**config.mk**
```make
export PLATFORM = sky130hd
export DESIGN_NAME = fp8_to_fp12_stream_expander_flat
export DESIGN_NICKNAME = d
export VERILOG_FILES = /design/src/rtl/fp8_to_fp12_stream_expander_if.sv /design/src/rtl/fp8_to_fp12_stream_expander.sv /design/src/flat_wrapper.sv
export SDC_FILE = /design/constraint.sdc
export NUM_CORES = 1
export LEC_CHECK = 0
export ABC_AREA = 1
export BUFFER_PORTS_ARGS = -buffer_cell sky130_fd_sc_hd__clkbuf_2
export CORE_ASPECT_RATIO = 0.5
export CORE_MARGIN = 2
export CORE_UTILIZATION = 49
export CTS_BUF_LIST = sky130_fd_sc_hd__clkbuf_16
export CTS_CLUSTER_DIAMETER = 80
export CTS_CLUSTER_SIZE = 20
export DETAILED_ROUTE_END_ITERATION = 8
export PLACE_DENSITY = 0.76
export SLEW_MARGIN = 15
export SYNTH_ARGS = -nofsm -noshare
export SYNTH_HDL_FRONTEND = slang
export SYNTH_SLANG_ARGS = --single-unit
```
**constraint.sdc**
```tcl
create_clock -name clk -period 2.2 [get_ports clk]
set_input_delay 0.44 -clock clk [delete_from_list [all_inputs] [get_ports clk]]
set_output_delay 0.44 -clock clk [all_outputs]
set_load 0.01 [all_outputs]
```
**src/rtl/fp8_to_fp12_stream_expander_if.sv**
```systemverilog
// Stream bundle for the FP8->FP12 expander: packed FP8 words in, FP12 beats out.
// The master modport drives words and accepts beats; the slave modport is the expander.
interface fp8_to_fp12_stream_expander_if #(
   parameter int LANES = 4
);
   localparam int NL_W = $clog2(LANES) + 1;

   logic [8*LANES-1:0] in_data;
   logic [NL_W-1:0]    in_nlanes;
   logic               in_valid;
   logic               in_ready;
   logic [11:0]        out_data;
   logic               out_valid;
   logic               out_ready;
   logic               out_last;
   logic               out_special;

   modport master (
      output in_data, in_nlanes, in_valid, out_ready,
      input  in_ready, out_data, out_valid, out_last, out_special
   );

   modport slave (
      input  in_data, in_nlanes, in_valid, out_ready,
      output in_ready, out_data, out_valid, out_last, out_special
   );
endinterface

```
**src/rtl/fp8_to_fp12_stream_expander.sv**
```systemverilog
// Widens packed FP8 (1/4/3) words into one FP12 (1/4/7) beat per lane, lane 0 first,
// with zero-bubble word chaining and a saturating count of emitted Inf/NaN beats.
module fp8_to_fp12_stream_expander #(
   parameter int LANES = 4,
   parameter int CNT_W = 16
) (
   input  logic                          clk,
   input  logic                          rst,
   fp8_to_fp12_stream_expander_if.slave  bus,
   input  logic                          cnt_clr,
   output logic [CNT_W-1:0]              special_cnt
);
   localparam int NL_W = $clog2(LANES) + 1;

   typedef enum logic {IDLE, SEND} state_e;

   state_e             state_q;
   logic [8*LANES-1:0] word_q;
   logic [NL_W-1:0]    n_q;
   logic [NL_W-1:0]    n_d;
   logic [NL_W-1:0]    idx_q;
   logic [CNT_W-1:0]   cnt_q;
   logic [CNT_W-1:0]   cnt_d;
   logic [7:0]         lane;
   logic               special;
   logic               last;
   logic               fire;

   // NOTE: every signal assigned in always_comb gets a default first so no latch is inferred.
   always_comb begin
      lane = 8'h00;
      for (int k = 0; k < LANES; k++) begin
         if (idx_q == NL_W'(k)) lane = word_q[8*k +: 8];
      end
   end

   // Exponent 15 covers both Inf and NaN; all of them leave as canonical Inf.
   assign special = &lane[6:3];
   assign last    = (idx_q == n_q - NL_W'(1));
   assign fire    = bus.out_valid & bus.out_ready;

   assign bus.out_data    = special ? {lane[7], 4'hF, 7'd0} : {lane, 4'b0000};
   assign bus.out_special = special;
   assign bus.out_last    = last;
   assign bus.out_valid   = (state_q == SEND);
   assign bus.in_ready    = (state_q == IDLE) | ((state_q == SEND) & bus.out_ready & last);

   always_comb begin
      n_d = bus.in_nlanes;
      if (bus.in_nlanes == '0 || bus.in_nlanes > NL_W'(LANES)) n_d = NL_W'(LANES);
   end

   // NOTE: sequential state uses non-blocking assignments and resets asynchronously.
   always_ff @(posedge clk or posedge rst) begin
      if (rst) begin
         state_q <= IDLE;
         word_q  <= '0;
         n_q     <= NL_W'(LANES);
         idx_q   <= '0;
      end else begin
         case (state_q)
            IDLE: begin
               if (bus.in_valid) begin
                  word_q  <= bus.in_data;
                  n_q     <= n_d;
                  idx_q   <= '0;
                  state_q <= SEND;
               end
            end
            SEND: begin
               if (fire) begin
                  if (!last) begin
                     idx_q <= idx_q + NL_W'(1);
                  end else if (bus.in_valid) begin
                     word_q <= bus.in_data;
                     n_q    <= n_d;
                     idx_q  <= '0;
                  end else begin
                     idx_q   <= '0;
                     state_q <= IDLE;
                  end
               end
            end
            default: state_q <= IDLE;
         endcase
      end
   end

   always_comb begin
      cnt_d = cnt_q;
      if (cnt_clr)                                cnt_d = '0;
      else if (fire && special && cnt_q != '1)    cnt_d = cnt_q + CNT_W'(1);
   end

   always_ff @(posedge clk or posedge rst) begin
      if (rst) cnt_q <= '0;
      else     cnt_q <= cnt_d;
   end

   assign special_cnt = cnt_q;
endmodule

```
**src/flat_wrapper.sv**
```systemverilog
// flat-port wrapper written by rule: the top's interface ports become plain ports
module fp8_to_fp12_stream_expander_flat 
#(
   parameter int LANES = 4,
   parameter int CNT_W = 16
)
  (clk, rst, cnt_clr, special_cnt, bus_in_data, bus_in_nlanes, bus_in_valid, bus_out_ready, bus_in_ready, bus_out_data, bus_out_valid, bus_out_last, bus_out_special);
  fp8_to_fp12_stream_expander_if #(.LANES(LANES)) bus_i ();
  input  logic clk;
  input  logic rst;
  input  logic cnt_clr;
  output logic [CNT_W-1:0] special_cnt;
  input wire logic [$bits(bus_i.in_data)-1:0] bus_in_data;
  input wire logic [$bits(bus_i.in_nlanes)-1:0] bus_in_nlanes;
  input wire logic [$bits(bus_i.in_valid)-1:0] bus_in_valid;
  input wire logic [$bits(bus_i.out_ready)-1:0] bus_out_ready;
  output wire logic [$bits(bus_i.in_ready)-1:0] bus_in_ready;
  output wire logic [$bits(bus_i.out_data)-1:0] bus_out_data;
  output wire logic [$bits(bus_i.out_valid)-1:0] bus_out_valid;
  output wire logic [$bits(bus_i.out_last)-1:0] bus_out_last;
  output wire logic [$bits(bus_i.out_special)-1:0] bus_out_special;
  assign bus_i.in_data = bus_in_data;
  assign bus_i.in_nlanes = bus_in_nlanes;
  assign bus_i.in_valid = bus_in_valid;
  assign bus_i.out_ready = bus_out_ready;
  assign bus_in_ready = bus_i.in_ready;
  assign bus_out_data = bus_i.out_data;
  assign bus_out_valid = bus_i.out_valid;
  assign bus_out_last = bus_i.out_last;
  assign bus_out_special = bus_i.out_special;
  fp8_to_fp12_stream_expander #(.LANES(LANES), .CNT_W(CNT_W)) u_core (.clk(clk), .rst(rst), .bus(bus_i), .cnt_clr(cnt_clr), .special_cnt(special_cnt));
endmodule
```
## After elaboration in Yosys (flattened, before gate mapping)

Index checks and enable logic that the tools add are counted.

| operators by class | value |
|---|---|
| $add $sub $neg | 3 |
| equality and inequality tests | 8 |
| $lt $le $gt $ge | 1 |
| reductions and logical operators | 9 |
| bitwise gates (word level) | 4 |
| muxes and demuxes | 24 |

Operators with widths:

| operator | count |
|---|---|
| 32-bit two-way mux | 3 |
| 32-bit one-hot mux with 2 select lines | 1 |
| 16-bit two-way mux | 2 |
| 8-bit two-way mux | 4 |
| 3-bit two-way mux | 7 |
| 16-bit by 1-bit adder with 16-bit output (second input constant) | 1 |
| 16-bit inequality test (second input constant) | 1 |
| 3-bit one-hot mux with 2 select lines | 2 |
| 11-bit two-way mux | 1 |
| 3-bit by 2-bit equality test with 1-bit output (second input constant) | 2 |
| 3-bit zero test | 2 |
| 2-bit inequality test (second input constant) | 3 |
| 2-bit AND reduction | 2 |
| 4-bit AND reduction | 1 |
| 3-bit by 1-bit adder with 3-bit output (second input constant) | 1 |
| 3-bit by 1-bit equality test with 1-bit output (second input constant) | 1 |
| 3-bit equality test | 1 |
| 3-bit greater-than comparator (second input constant) | 1 |
| 1-bit two-way mux | 3 |
| 3-bit by 1-bit subtractor with 3-bit output (second input constant) | 1 |
| 1-bit bitwise AND | 2 |
| 1-bit logical AND | 2 |
| 1-bit one-hot mux with 2 select lines | 1 |
| 2-bit nonzero test | 1 |
| 3 further kinds | 3 |

| storage, ports and cells | value |
|---|---|
| input port bits | 40 |
| output and inout port bits | 32 |
| flip-flop bits (word level) | 55 |
| logic and storage cells | 54 |

## Depth between registers and ports, before layout

| logic depth | value |
|---|---|
| word-level depth | 10 |
| depth in mapped cells | 15 |
| mapped depth without buffers | 14 |

## Worst setup path after synthesis

No wires, ideal clock.

| timing | value |
|---|---|
| kind | register to output |
| start | reg u_core.idx_q[0] |
| end | out bus_out_data[4] |
| cell stages (with the launch flop) | 13 |
| buffers on the path | 2 |
| required time | 1,760 ps |
| slack | -114 ps |
| arrival | 1,874 ps |
| cells stage by stage | dfrtp_1 > ha_1 > ha_1 > buf_2 > inv_1 > o21ai_0 > inv_1 > nand2_1 > nand2_1 > nand3_1 > nor2_4 > buf_4 > a21oi_1 |

| on the way | value |
|---|---|
| cells in the longest elaborated chain, start to end | 7 |
| elaborated cells between the ends (all ways) | 10 |
| those cells by class | eq/ne: 3; mux: 5; reduce/logical: 2 |

RTL lines:

| what | RTL line | source |
|---|---|---|
| from (decl) | fp8_to_fp12_stream_expander.sv:21 | `logic [NL_W-1:0] idx_q;` |
| from (signal assigned) | fp8_to_fp12_stream_expander.sv:73 | `idx_q <= idx_q + NL_W'(1);` |
| 3-bit zero test | fp8_to_fp12_stream_expander.sv:33 | `if (idx_q == NL_W'(k)) lane = word_q[8*k +: 8];` |
| 8-bit two-way mux (3 in a row) | fp8_to_fp12_stream_expander.sv:33 |  |
| 8-bit two-way mux * | fp8_to_fp12_stream_expander.sv:33 |  |
| 4-bit AND reduction * | fp8_to_fp12_stream_expander.sv:38 | `assign special = &lane[6:3];` |
| via bus_out_special | flat_wrapper.sv:21 | `output wire logic [$bits(bus_i.out_special)-1:0] bus_out_special;` |
| 11-bit two-way mux * | fp8_to_fp12_stream_expander.sv:42 | `assign bus.out_data = special ? {lane[7], 4'hF, 7'd0} : {lane, 4'b0000};` |
| to (decl) | flat_wrapper.sv:18 | `output wire logic [$bits(bus_i.out_data)-1:0] bus_out_data;` |

The timed path passes the listed nets; every way through them passes the cells marked *.

## Worst setup path after layout

| timing | value |
|---|---|
| start | reg u_core.idx_q[0] |
| end | out bus_out_data[6] |

| on the way | value |
|---|---|
| cells in the longest elaborated chain, start to end | 7 |
| elaborated cells between the ends (all ways) | 10 |
| those cells by class | eq/ne: 3; mux: 5; reduce/logical: 2 |

RTL lines:

| what | RTL line |
|---|---|
| 3-bit zero test | fp8_to_fp12_stream_expander.sv:33 |
| 8-bit two-way mux (3 in a row) | fp8_to_fp12_stream_expander.sv:33 |
| 8-bit two-way mux * | fp8_to_fp12_stream_expander.sv:33 |
| 4-bit AND reduction | fp8_to_fp12_stream_expander.sv:38 |
| 11-bit two-way mux * | fp8_to_fp12_stream_expander.sv:42 |

Every way passes the cells marked *; elsewhere a longest branch is shown, timed or not.

==> results.sh <==
export IMPL_clk_latency_ns=0.30
export IMPL_power_switching_w=0.00198
export IMPL_p_leak_nw=2.23
export IMPL_routed_via_density=4.94
export IMPL_detail_route_first_pass_iterations=4
export IMPL_crit_required_ns=1.76
export IMPL_violations="negative setup slack"
export IMPL_globalRouteMet2Util=0.377
export IMPL_slew_headroom=0.546
export IMPL_dieArea_sq_mm=0.00709
export IMPL_synth_top_area_cell="dfrtp_1"
export IMPL_synth_edf_count=0
export IMPL_grt_pass1_vias=2661
export IMPL_dp_hpwl_mm=5.24
export IMPL_track_usage=0.224
export IMPL_htree_num_levels=2
export IMPL_path_class="reg -> out"
export IMPL_root_buffer="clkbuf_16"
export IMPL_p_int_w=0.00282
export IMPL_p_clk_frac=0.162
export IMPL_status="complete, but fails checks"
export IMPL_seqPwrFrac=0.326
export IMPL_skew_ns=0.00277
export IMPL_clk_pin_slew_worst_paths_ns=0.07
export IMPL_synth_commonest_cells="159 x nand2_1, 54 x dfrtp_1, 41 x inv_1"
export IMPL_power_density_mw_per_mm2=1180
export IMPL_cts_hold_buf=0
export IMPL_combPwrFrac=0.512
export IMPL_place_worst_setup_slack_ns=-0.0547
export IMPL_gp_congestion=0.871
export IMPL_hold_path_class="in -> async"
export IMPL_worstPathArrival_ns=1.99
export IMPL_peakVddDrop_uv=465
export IMPL_fin_crit_ns=2.43
export IMPL_finalCritPeriodShare=1.10
export IMPL_use_met3=0.0500
export IMPL_timing_fmax_mhz=412
export IMPL_wl_mm=7.80
export IMPL_cts_path_max_buffers=2
export IMPL_maxCapViolCount=0
export IMPL_worst_slack_ns=-0.229
export IMPL_drive_gt1_frac=0.323
export IMPL_drc=0
export IMPL_cts_inserted_buffers=5
export IMPL_portBuffers=67
export IMPL_synth_area_sq_mm=0.00313
export IMPL_final_hold_viol_count=0
export IMPL_yosysSeqAreaShare=0.440
export IMPL_yosysWarnings=0
export IMPL_syn_avg_cell_area_sq_um=7.66
export IMPL_critPathMaxFanout=6
export IMPL_synth_main_ff_cell="dfrtp_1"
export IMPL_start_util=0.511
export IMPL_post_drt_wl_per_cell_um=13.2
export IMPL_antenna_cells=0
export IMPL_rows=20
export IMPL_synth_top_cell_area_share=0.431
export IMPL_gr_usage_met1=0.294
export IMPL_fp_dieH_um=60.6
export IMPL_synth_seq_cells=55
export IMPL_postRouteAntennaNets=0
export IMPL_async_reset_ff_frac=1.00
export IMPL_yosysMostFrequentCell="nand2_1"
export IMPL_grt_first_pass_wirelength_mm=12.1
export IMPL_finalNetCount=551
export IMPL_cts_sinks=55
export IMPL_drt_iter0_markers=129
export IMPL_synth_cell_types=33
export IMPL_cts_tree="done"
export IMPL_grt_max_degree=33
export IMPL_core_area_sq_mm=0.00613
export IMPL_antenna_found_initial=0
export IMPL_area_growth_pct=30.2
export IMPL_power_total_w=0.00480
export IMPL_die_x_um=117
export IMPL_grt_ovfl_total=0
export IMPL_busiest_layer="met2"
export IMPL_setup_viol=7
export IMPL_synthCells=409
export IMPL_switching_share=0.412
export IMPL_setup_worst_path_start_class="flop"
export IMPL_worstMarginPinSlew_ns=0.679
export IMPL_synth_area_top_cells="dfrtp_1 43%, nand2_1 19%, nand3_1 5.1%, inv_1 4.9%, nand4_1 4.2%"
export IMPL_grt_setup_unrepaired="yes"
export IMPL_num_fill_cells=520
export IMPL_io_pins=72
export IMPL_report_final_slew_viol_count=0
export IMPL_endpoint_kind="primary output"
export IMPL_vias=2927
==> routing by layer <==
metal | wire (um) | part of all wire
met5 | 0 | 0
met4 | 99 | 0.013
met3 | 326 | 0.042
met2 | 3770 | 0.48
met1 | 3600 | 0.46
==> metrics by stage <==
stage	utilization	std cells	instance area, sq um	hold slack [ns]	setup TNS [ns]
after floorplan	-	412	3160	0.441	0
after global placement	0.585	564	3590	0.463	0
after detailed placement	0.585	564	3590	0.465	-0.759
after CTS	0.628	581	3850	0.211	-0.852
after global routing	0.666	592	4080	0.241	-2.99
final	0.666	592	4080	0.190	-1.04
==> worst paths after layout <==
path,from,to,slack [ns],depth (start not counted)
max reg2reg,u_core.idx_q[0],u_core.special_cnt[12],0.04,14
max in group asynchronous,rst,u_core.special_cnt[10],1.44,3
min in group clk,bus_in_data[9],u_core.word_q[9],0.33,3
max,u_core.idx_q[0],bus_out_data[6],-0.23,11
min reg2reg,u_core.word_q[9],u_core.word_q[9],0.48,2
min,rst,u_core.word_q[22],0.19,2
==> critical path: stages, from the launching register on <==
cell and delay (ns):
dfrtp_2 0.44, ha_1 0.22, ha_2 0.19, inv_2 0.09, o21ai_1 0.07, inv_1 0.06
nand2_1 0.06, nand2_2 0.08, nand3_2 0.10, nor2_4 0.18, a21oi_1 0.06, clkbuf_2 0.14
==> power by group through the flow <==
stage / Sequential (W) / Clock (W) / Combinational (W)
6_report: 0.00156 / 0.000778 / 0.00246
5_1_grt: 0.00160 / 0.000831 / 0.00272
4_1_cts: 0.00155 / 0.000789 / 0.00212
3_5_place_dp: 0.00156 / 0 / 0.00186
3_3_place_gp: 0.00156 / 0 / 0.00180
2_1_floorplan: 0.00152 / 0 / 0.00139
==> cell families (layout without fill, tap and decap cells) <==
group	count (synthesis)	count (layout)	share of synthesized area
AO/OA/AOI/OAI	27	27	0.0503
XOR/XNOR	14	14	0.0391
adder cells (fa/ha/maj)	8	8	0.0319
buffers and inverters	63	154	0.100
flip-flops	55	55	0.440
multiplexers	1	1	0.00319
other	1	4	0.00120
AND/OR/NAND/NOR	240	241	0.335
==> flip-flops by register name, summed over array words and instances, names as in the netlist <==
register              flops
u_core.word_q            32
u_core.idx_q              3
u_core.special_cnt       16
u_core.n_q                3
u_core.bus.out_valid      1
==> layout make-up <==
| class | count | area, sq um | area share |
|---|---|---|---|
| well taps | 88 | 110 | 0.0270 |
| clock buffers | 5 | 125 | 0.0307 |
| inverters | 43 | 164 | 0.0402 |
| repair buffers | 103 | 657 | 0.161 |
| flip-flops and latches | 55 | 1380 | 0.338 |
| clock inverters | 3 | 15.0 | 0.00368 |
| multi-input cells | 295 | 1630 | 0.400 |
==> placed cells by master (no fill, tap or decap), drive strengths merged <==
| cell | instances |
|---|---|
| a21boi | 2 |
| a21oi | 5 |
| buf | 42 |
| clkbuf | 66 |
| clkinv | 2 |
| clkinvlp | 1 |
| conb | 4 |
| dfrtp | 54 |
| dfstp | 1 |
| ha | 8 |
| inv | 43 |
| mux2i | 1 |
| nand2 | 163 |
| nand3 | 34 |
| nand4 | 21 |
| nor2 | 19 |
| nor3 | 2 |
| o211ai | 3 |
| o21ai | 15 |
| o22ai | 2 |
| or2 | 2 |
| xnor2 | 2 |
| xor2 | 12 |
==> what timing repair did <==
action                     4_1_cts  5_1_grt
pin swaps                        4       22
setup endpoints to repair       26       61
setup buffers                    9       12
resized for setup               24       38
cloned                           0        1
(Power assumes the default switching activity.)
